### src/rtl/conv_pkg.sv
// Shared definitions for the convolution-engine arbiter: default engine
// geometry, the arbiter FSM state encoding and the round-robin pointer step.
package conv_pkg;

  localparam int DEF_N = 32;
  localparam int DEF_M = 4;
  localparam int DEF_T = 16;
  localparam int DEF_L = DEF_N - DEF_M + 1;

  typedef enum logic [1:0] {
    IDLE  = 2'd0,
    FEED  = 2'd1,
    DRAIN = 2'd2
  } state_t;

  // Advance a round-robin pointer by one, wrapping at r (any r, not just 2^k).
  function automatic int unsigned rr_next(input int unsigned ptr, input int unsigned r);
    return (ptr + 1 >= r) ? 0 : ptr + 1;
  endfunction

endpackage

### src/rtl/conv_engine_arbiter_if.sv
// Stream bundle between the requesters, the arbiter and the shared engine.
// master: the arbiter's view.  slave: the view of the surrounding sources,
// sinks and engine.
interface conv_engine_arbiter_if
  import conv_pkg::*;
#(
  parameter int R = 4,
  parameter int T = DEF_T
);

  logic [R*T-1:0] req_x_data;
  logic [R-1:0]   req_x_valid;
  logic [R-1:0]   req_x_ready;
  logic [T-1:0]   req_y_data;
  logic [R-1:0]   req_y_valid;
  logic [R-1:0]   req_y_ready;
  logic [T-1:0]   eng_x_data;
  logic           eng_x_valid;
  logic           eng_x_ready;
  logic [T-1:0]   eng_y_data;
  logic           eng_y_valid;
  logic           eng_y_ready;

  modport master (
    input  req_x_data, req_x_valid, req_y_ready,
    input  eng_x_ready, eng_y_data, eng_y_valid,
    output req_x_ready, req_y_data, req_y_valid,
    output eng_x_data, eng_x_valid, eng_y_ready
  );

  modport slave (
    output req_x_data, req_x_valid, req_y_ready,
    output eng_x_ready, eng_y_data, eng_y_valid,
    input  req_x_ready, req_y_data, req_y_valid,
    input  eng_x_data, eng_x_valid, eng_y_ready
  );

endinterface

### src/rtl/rr_pick.sv
// Combinational round-robin selector: returns the first asserted request
// found when scanning ptr, ptr+1, ... modulo R.
module rr_pick #(
  parameter  int R    = 4,
  localparam int LOGR = (R > 1) ? $clog2(R) : 1
) (
  input  logic [R-1:0]    req,
  input  logic [LOGR-1:0] ptr,
  output logic            found,
  output logic [LOGR-1:0] index
);

  logic [LOGR:0]   sum;
  logic [LOGR-1:0] cand;

  // Scan from the farthest offset down to ptr so the nearest request wins.
  always_comb begin
    found = 1'b0;
    index = '0;
    sum   = '0;
    cand  = '0;
    for (int k = R - 1; k >= 0; k--) begin
      sum = {1'b0, ptr} + (LOGR + 1)'(k);
      if (sum >= (LOGR + 1)'(R)) sum = sum - (LOGR + 1)'(R);
      cand = LOGR'(sum);
      if (req[cand]) begin
        found = 1'b1;
        index = cand;
      end
    end
  end

endmodule

### src/rtl/conv_engine_arbiter.sv
// Grants one shared 1-D convolution engine to one requester per job (N input
// samples), then routes that job's L outputs back to the same requester.
// Grants rotate round-robin; no data is registered, only control.
module conv_engine_arbiter
  import conv_pkg::*;
#(
  parameter  int R    = 4,
  parameter  int N    = DEF_N,
  parameter  int M    = DEF_M,
  parameter  int T    = DEF_T,
  localparam int LOGR = (R > 1) ? $clog2(R) : 1
) (
  input  logic                  clk,
  input  logic                  reset,
  conv_engine_arbiter_if.master bus,
  output logic                  busy,
  output logic [LOGR-1:0]       grant_id,
  output logic                  job_done
);

  localparam int L    = N - M + 1;
  localparam int INW  = (N > 1) ? $clog2(N) : 1;
  localparam int OUTW = (L > 1) ? $clog2(L) : 1;

  state_t          state;
  state_t          state_nxt;
  logic [INW-1:0]  in_cnt;
  logic [OUTW-1:0] out_cnt;
  logic [LOGR-1:0] rr_ptr;

  logic            pick_found;
  logic [LOGR-1:0] pick_idx;
  logic            x_hs;
  logic            y_hs;
  logic            in_last;
  logic            out_last;

  rr_pick #(.R(R)) u_rr_pick (
    .req   (bus.req_x_valid),
    .ptr   (rr_ptr),
    .found (pick_found),
    .index (pick_idx)
  );

  assign in_last  = (in_cnt == INW'(N - 1));
  assign out_last = (out_cnt == OUTW'(L - 1));
  assign x_hs     = (state == FEED)  && bus.req_x_valid[grant_id] && bus.eng_x_ready;
  assign y_hs     = (state == DRAIN) && bus.eng_y_valid && bus.req_y_ready[grant_id];
  assign busy     = (state != IDLE);

  // State register.
  always_ff @(posedge clk) begin
    if (reset) state <= IDLE;
    else       state <= state_nxt;
  end

  // Next state: grant in IDLE, leave FEED on the last sample, leave DRAIN on the last output.
  always_comb begin
    state_nxt = state;
    case (state)
      IDLE:    if (pick_found)         state_nxt = FEED;
      FEED:    if (x_hs && in_last)    state_nxt = DRAIN;
      DRAIN:   if (y_hs && out_last)   state_nxt = IDLE;
      default:                         state_nxt = IDLE;
    endcase
  end

  // Job counters, grant latch and round-robin pointer.
  always_ff @(posedge clk) begin
    if (reset) begin
      in_cnt   <= '0;
      out_cnt  <= '0;
      rr_ptr   <= '0;
      grant_id <= '0;
    end else begin
      case (state)
        IDLE: begin
          if (pick_found) begin
            grant_id <= pick_idx;
            in_cnt   <= '0;
          end
        end
        FEED: begin
          if (x_hs) begin
            if (in_last) begin
              in_cnt  <= '0;
              out_cnt <= '0;
            end else begin
              in_cnt <= in_cnt + 1'b1;
            end
          end
        end
        DRAIN: begin
          if (y_hs) begin
            if (out_last) begin
              out_cnt <= '0;
              rr_ptr  <= LOGR'(rr_next(32'(grant_id), R));
            end else begin
              out_cnt <= out_cnt + 1'b1;
            end
          end
        end
        default: ;
      endcase
    end
  end

  // Steer handshakes between the granted requester and the engine; data passes straight through.
  always_comb begin
    bus.req_x_ready = '0;
    bus.req_y_valid = '0;
    bus.eng_x_valid = 1'b0;
    bus.eng_y_ready = 1'b0;
    bus.eng_x_data  = bus.req_x_data[int'(grant_id) * T +: T];
    bus.req_y_data  = bus.eng_y_data;
    job_done        = y_hs && out_last;
    case (state)
      FEED: begin
        bus.eng_x_valid           = bus.req_x_valid[grant_id];
        bus.req_x_ready[grant_id] = bus.eng_x_ready;
      end
      DRAIN: begin
        bus.req_y_valid[grant_id] = bus.eng_y_valid;
        bus.eng_y_ready           = bus.req_y_ready[grant_id];
      end
      default: ;
    endcase
  end

endmodule

### src/flat_wrapper.sv
// flat-port wrapper written by rule: the top's interface ports become plain ports
module conv_engine_arbiter_flat import conv_pkg::*;
#(
  parameter  int R    = 4,
  parameter  int N    = DEF_N,
  parameter  int M    = DEF_M,
  parameter  int T    = DEF_T,
  localparam int LOGR = (R > 1) ? $clog2(R) : 1
)
  (clk, reset, busy, grant_id, job_done, bus_req_x_data, bus_req_x_valid, bus_req_y_ready, bus_eng_x_ready, bus_eng_y_data, bus_eng_y_valid, bus_req_x_ready, bus_req_y_data, bus_req_y_valid, bus_eng_x_data, bus_eng_x_valid, bus_eng_y_ready);
  conv_engine_arbiter_if #(.R(R), .T(T)) bus_i ();
  input  logic clk;
  input  logic reset;
  output logic busy;
  output logic [LOGR-1:0] grant_id;
  output logic job_done;
  input wire logic [$bits(bus_i.req_x_data)-1:0] bus_req_x_data;
  input wire logic [$bits(bus_i.req_x_valid)-1:0] bus_req_x_valid;
  input wire logic [$bits(bus_i.req_y_ready)-1:0] bus_req_y_ready;
  input wire logic [$bits(bus_i.eng_x_ready)-1:0] bus_eng_x_ready;
  input wire logic [$bits(bus_i.eng_y_data)-1:0] bus_eng_y_data;
  input wire logic [$bits(bus_i.eng_y_valid)-1:0] bus_eng_y_valid;
  output wire logic [$bits(bus_i.req_x_ready)-1:0] bus_req_x_ready;
  output wire logic [$bits(bus_i.req_y_data)-1:0] bus_req_y_data;
  output wire logic [$bits(bus_i.req_y_valid)-1:0] bus_req_y_valid;
  output wire logic [$bits(bus_i.eng_x_data)-1:0] bus_eng_x_data;
  output wire logic [$bits(bus_i.eng_x_valid)-1:0] bus_eng_x_valid;
  output wire logic [$bits(bus_i.eng_y_ready)-1:0] bus_eng_y_ready;
  assign bus_i.req_x_data = bus_req_x_data;
  assign bus_i.req_x_valid = bus_req_x_valid;
  assign bus_i.req_y_ready = bus_req_y_ready;
  assign bus_i.eng_x_ready = bus_eng_x_ready;
  assign bus_i.eng_y_data = bus_eng_y_data;
  assign bus_i.eng_y_valid = bus_eng_y_valid;
  assign bus_req_x_ready = bus_i.req_x_ready;
  assign bus_req_y_data = bus_i.req_y_data;
  assign bus_req_y_valid = bus_i.req_y_valid;
  assign bus_eng_x_data = bus_i.eng_x_data;
  assign bus_eng_x_valid = bus_i.eng_x_valid;
  assign bus_eng_y_ready = bus_i.eng_y_ready;
  conv_engine_arbiter #(.R(R), .N(N), .M(M), .T(T)) u_core (.clk(clk), .reset(reset), .bus(bus_i), .busy(busy), .grant_id(grant_id), .job_done(job_done));
endmodule
### config.mk
export PLATFORM = sky130hd
export DESIGN_NAME = conv_engine_arbiter_flat
export DESIGN_NICKNAME = d
export VERILOG_FILES = /design/src/rtl/conv_pkg.sv /design/src/rtl/conv_engine_arbiter_if.sv /design/src/rtl/rr_pick.sv /design/src/rtl/conv_engine_arbiter.sv /design/src/flat_wrapper.sv
export SDC_FILE = /design/constraint.sdc
export NUM_CORES = 1
export LEC_CHECK = 0
export CAP_MARGIN = 0
export CORE_MARGIN = 2
export CORE_UTILIZATION = 32
export DETAILED_ROUTE_END_ITERATION = 8
export MAX_ROUTING_LAYER = met4
export PLACE_DENSITY = 0.83
export SETUP_SLACK_MARGIN = 0.1
export SLEW_MARGIN = 20
export SYNTH_ARGS = -nofsm -noshare
export SYNTH_HDL_FRONTEND = slang
export SYNTH_SLANG_ARGS = --single-unit
### constraint.sdc
create_clock -name clk -period 2.3 [get_ports clk]
set_clock_uncertainty 0.05 [all_clocks]
set_input_delay 0.575 -clock clk [delete_from_list [all_inputs] [get_ports clk]]
set_output_delay 0.575 -clock clk [all_outputs]
set_load 0.05 [all_outputs]
==> results.txt, run 1 <==
----------------------------------------------------
[STA]
  Setup repair after global routing missed its margin ... yes
  Measured slew at the worst slew-check pin ... a little under 500 ps
  Fraction of the cycle the final worst path needs ... 0.960
  Max-Slew Margin vs Limit ... 0.672
  Maximum achievable frequency ... 453 MHz
  Final setup vio count ... 0
  Setup TNS ... 0 ps
  Final Max Tran Viols ... 0
  Final Critical Period ... 2210 ps
  Number of hold violations in the final report ... 0

[Routing]
  TritonRoute pass-1 iters ... 4
  Avg WL per Cell ... 15.5 um
  Number of vias in the routed layout ... between 1500 and 2000
  Number of design rule violations left after detail routing ... 0
  Wire length reported by the detailed router ... between 5000 and 6000 um
  Number of DRC violations after detailed-routing iteration 0 ... between 80 and 90
  Number of vias per cell after detailed routing ... between 5 and 6
  Remaining antenna violation count after routing ... 0

[Flow run]
  Max-cap violations ... 0

[Logic synthesis]
  Post-synthesis adder-cell area fraction ... 0.0633
  Yosys warns ... 0
  Main area contributors after synthesis ... sky130_fd_sc_hd__dfxtp_1, sky130_fd_sc_hd__mux4_2, sky130_fd_sc_hd__buf_4, sky130_fd_sc_hd__mux4_1, sky130_fd_sc_hd__ha_1
  Compound-Gate Fraction of Synth Area ... 0.127
  Register bit count reported by yosys ... 16
  Count of flip-flops with a built-in enable after synthesis ... 0
  Avg Synthesized Cell Area ... 9.64 um^2
  Mapped Cells ... approximately 160
  Fraction of the yosys area taken by sequential cells ... 0.203
  Distinct cells, synth ... 39
  Simple-gate share of the synthesized area ... 0.215
  Synthesized area ... 1580 um^2
  Post-Synth XOR/XNOR Area ... 0
  Most used flip-flop cell after synthesis ... sky130_fd_sc_hd__dfxtp_1
  Post-synth top area share ... 0.203
  Library cell with the largest summed area after synthesis ... sky130_fd_sc_hd__dfxtp_1
  Net count of the mapped netlist ... about 260
  Ys async rst share ... 0
  Post-synthesis mux area share ... 0.272
  Largest family of logic cells by synthesized area ... multiplexers

[Placement]
  GP Congestion ... 0.834
  Number of port buffers ... 105
  DP HPWL ... ~4300 um
  Instance count after placement with tap cells included ... 330

[Floorplan]
  Die span in y ... 74.3 um
  Floorplan die width ... between 70 and 80 um
  Number of standard-cell rows in the floorplan ... 25
  Top-level port count ... 138
  Overall die area ... 5520 um^2
  Core Area ... roughly 4800 um^2
  Effective utilization at floorplan ... 0.333

[Layout]
  Area added between synthesis and finish ... 83.8%
  Fillers ... approximately 400
  Filler-free cell count of the finished design ... between 300 and 400
  Fraction of final layout cells sized beyond drive strength 1 ... 0.343
  Total Nets Final ... 375
  Number of diodes ... 0

[Worst setup path]
  Slowest cell on crit path ... sky130_fd_sc_hd__mux4_2
  Data required time at the worst endpoint ... ~1700 ps
  Slowest cell delay on critical path ... between 500 and 600 ps
  Worst Setup End Kind ... output port
  CP max FO ... 3
  Data arrival at the endpoint of the critical path ... approximately 1600 ps
  Startpoint Class ... input pin
  Critical Path, Cell by Cell ... clkdlybuf4s15_1 > mux4_2 > and2_4 > buf_8
  Path type of the worst setup path ... in -> out

[Global route]
  Number of antenna violations at the first check in global routing ... 0
  Largest net degree at the start of global routing ... 11
  GRT overflow ... 0
  Global-route wire length before repair ... 8700 um
  Via count of the first global-routing pass ... between 1500 and 2000
  Global-route total usage across every layer ... 0.213

[Clock network]
  Clock buffers created by TritonCTS ... 3
  Clock-pin slew of the registers on the worst-case setup and hold paths ... about 60 ps
  CTS Hold Bufs ... 0
  TritonCTS Sinks ... 16
  Clock tree root buffer cell ... sky130_fd_sc_hd__clkbuf_8
  Clock tree from TritonCTS ... done
  Clock insertion delay at the later pin of the skew report ... ~250 ps
  Number of H-tree levels ... 1
  Maximum root-to-sink buffer count ... 2

[Run status]
  Status ... complete, no violations

[Pwr]
  Worst vdd ir ... between 0.2 and 0.25 mV
  Leak Pwr ... 0.00128 uW
  Fraction of power consumed by combinational cells ... 0.479
  Net switching fraction of the power ... 0.338
  P per Cell Area ... 356 nW/um^2
  Int Power ... 685 uW
  Share of total power in sequential cells ... 0.282
  Switching power ... roughly 350 uW
  Total design power ... between 1000 and 1500 uW
  Clk network pwr share ... 0.239

[Min path]
  Min-Delay Path Class ... reg -> reg

----------------------------------------------------
## final timing paths
check	startpoint	end	slack, ps	cells past startpoint
setup / recovery	bus_req_y_ready[0]	bus_eng_y_ready	90	4
hold / removal	u_core.in_cnt[4]	u_core.in_cnt[4]	410	2
setup reg to reg	u_core.in_cnt[0]	u_core.out_cnt[3]	290	6
hold reg to reg	u_core.in_cnt[4]	u_core.in_cnt[4]	410	2
## registers in the layout (all words and copies together), names as in the netlist
signal	cells
u_core.rr_ptr	2
u_core.grant_id	2
u_core.state	2
u_core.out_cnt	5
u_core.in_cnt	5
## routing by layer
metal / GRT usage / share of wire / up-vias / wire (um)
li1: - / - / 819 / -
met1: 0.250 / 0.41 / 825 / 2180
met2: 0.379 / 0.53 / 62 / 2800
met3: 0.0407 / 0.042 / 10 / 224
met4: 0.0456 / 0.015 / 0 / 81
met5: - / 0 / - / 0
## cells in the mapped netlist (all sizes together), types with 3 or more instances
library cell  instances
ha                    8
nand2                11
a21oi                15
inv                   9
nand3                 9
o21ai                 3
and2                 11
or4                   4
buf                  21
nor2b                 3
nand2b                3
dfxtp                16
mux4                 18
nor2                  6
## worst max-delay path: cells and delay by family
kind	cells	cell delay, ps
buffers and inverters	2	300
muxes	1	510
and+or+nand+nor	1	190
## cells in the final DEF, fill, tap and decap left out, drive strengths merged, types with 8 or more instances in the layout
master and n:
a21oi 15, and2 11, buf 53, dfxtp 16, dlygate4sd2 67, ha 8
inv 9, mux4 18, nand2 11, nand3 9
## area by class of cell
class                           instances  area, um^2  area share
Timing Repair Buffer                  129        1320       0.453
Multi-Input combinational cell        116        1090       0.375
Sequential cell                        16         328       0.113
Tap cell                               67        83.8      0.0288
Clock buffer                            4        55.1      0.0189
Inverter                                9        33.8      0.0116
## stage by stage
| step | utilization | hold slack, ps | instance area [um^2] | worst slack [ps] |
|---|---|---|---|---|
| after floorplan | - | 386 | 1590 | 111 |
| after global placement | 0.572 | 397 | 2720 | -184 |
| after detailed placement | 0.572 | 404 | 2720 | -216 |
| after CTS | 0.610 | 413 | 2900 | 22.9 |
| after global routing | 0.611 | 443 | 2910 | 41.7 |
| final | 0.611 | 413 | 2910 | 92.6 |
## what timing repair did
action / in CTS / in global routing
pin swaps: 1 / 0
resized for setup: 133 / 7
buffers inserted: 6 / 1
endpoints found under the setup margin: 28 / 12
## cell families (layout without fill, tap and decap cells)
family | Yosys count | in the layout
AOI/OAI and AO/OA | 29 | 29
buffers and inverters | 32 | 142
and+or+nand+nor | 60 | 60
muxes | 19 | 19
adders and majority gates | 8 | 8
DFF | 16 | 16
## power groups by stage
stage	clock network (uW)	logic (uW)	registers, uW
2_1_floorplan	0	312	300
3_3_place_gp	0	458	301
3_5_place_dp	0	465	302
4_1_cts	257	494	293
5_1_grt	270	520	293
6_report	247	496	291
Power figures use the tool's default switching activity.
==> run 2: changes to the inputs <==
- SLEW_MARGIN: 20 -> 30
==> results of run 2 <==
Same layout as run 1: the final DEF is identical, and so are final timing and power.
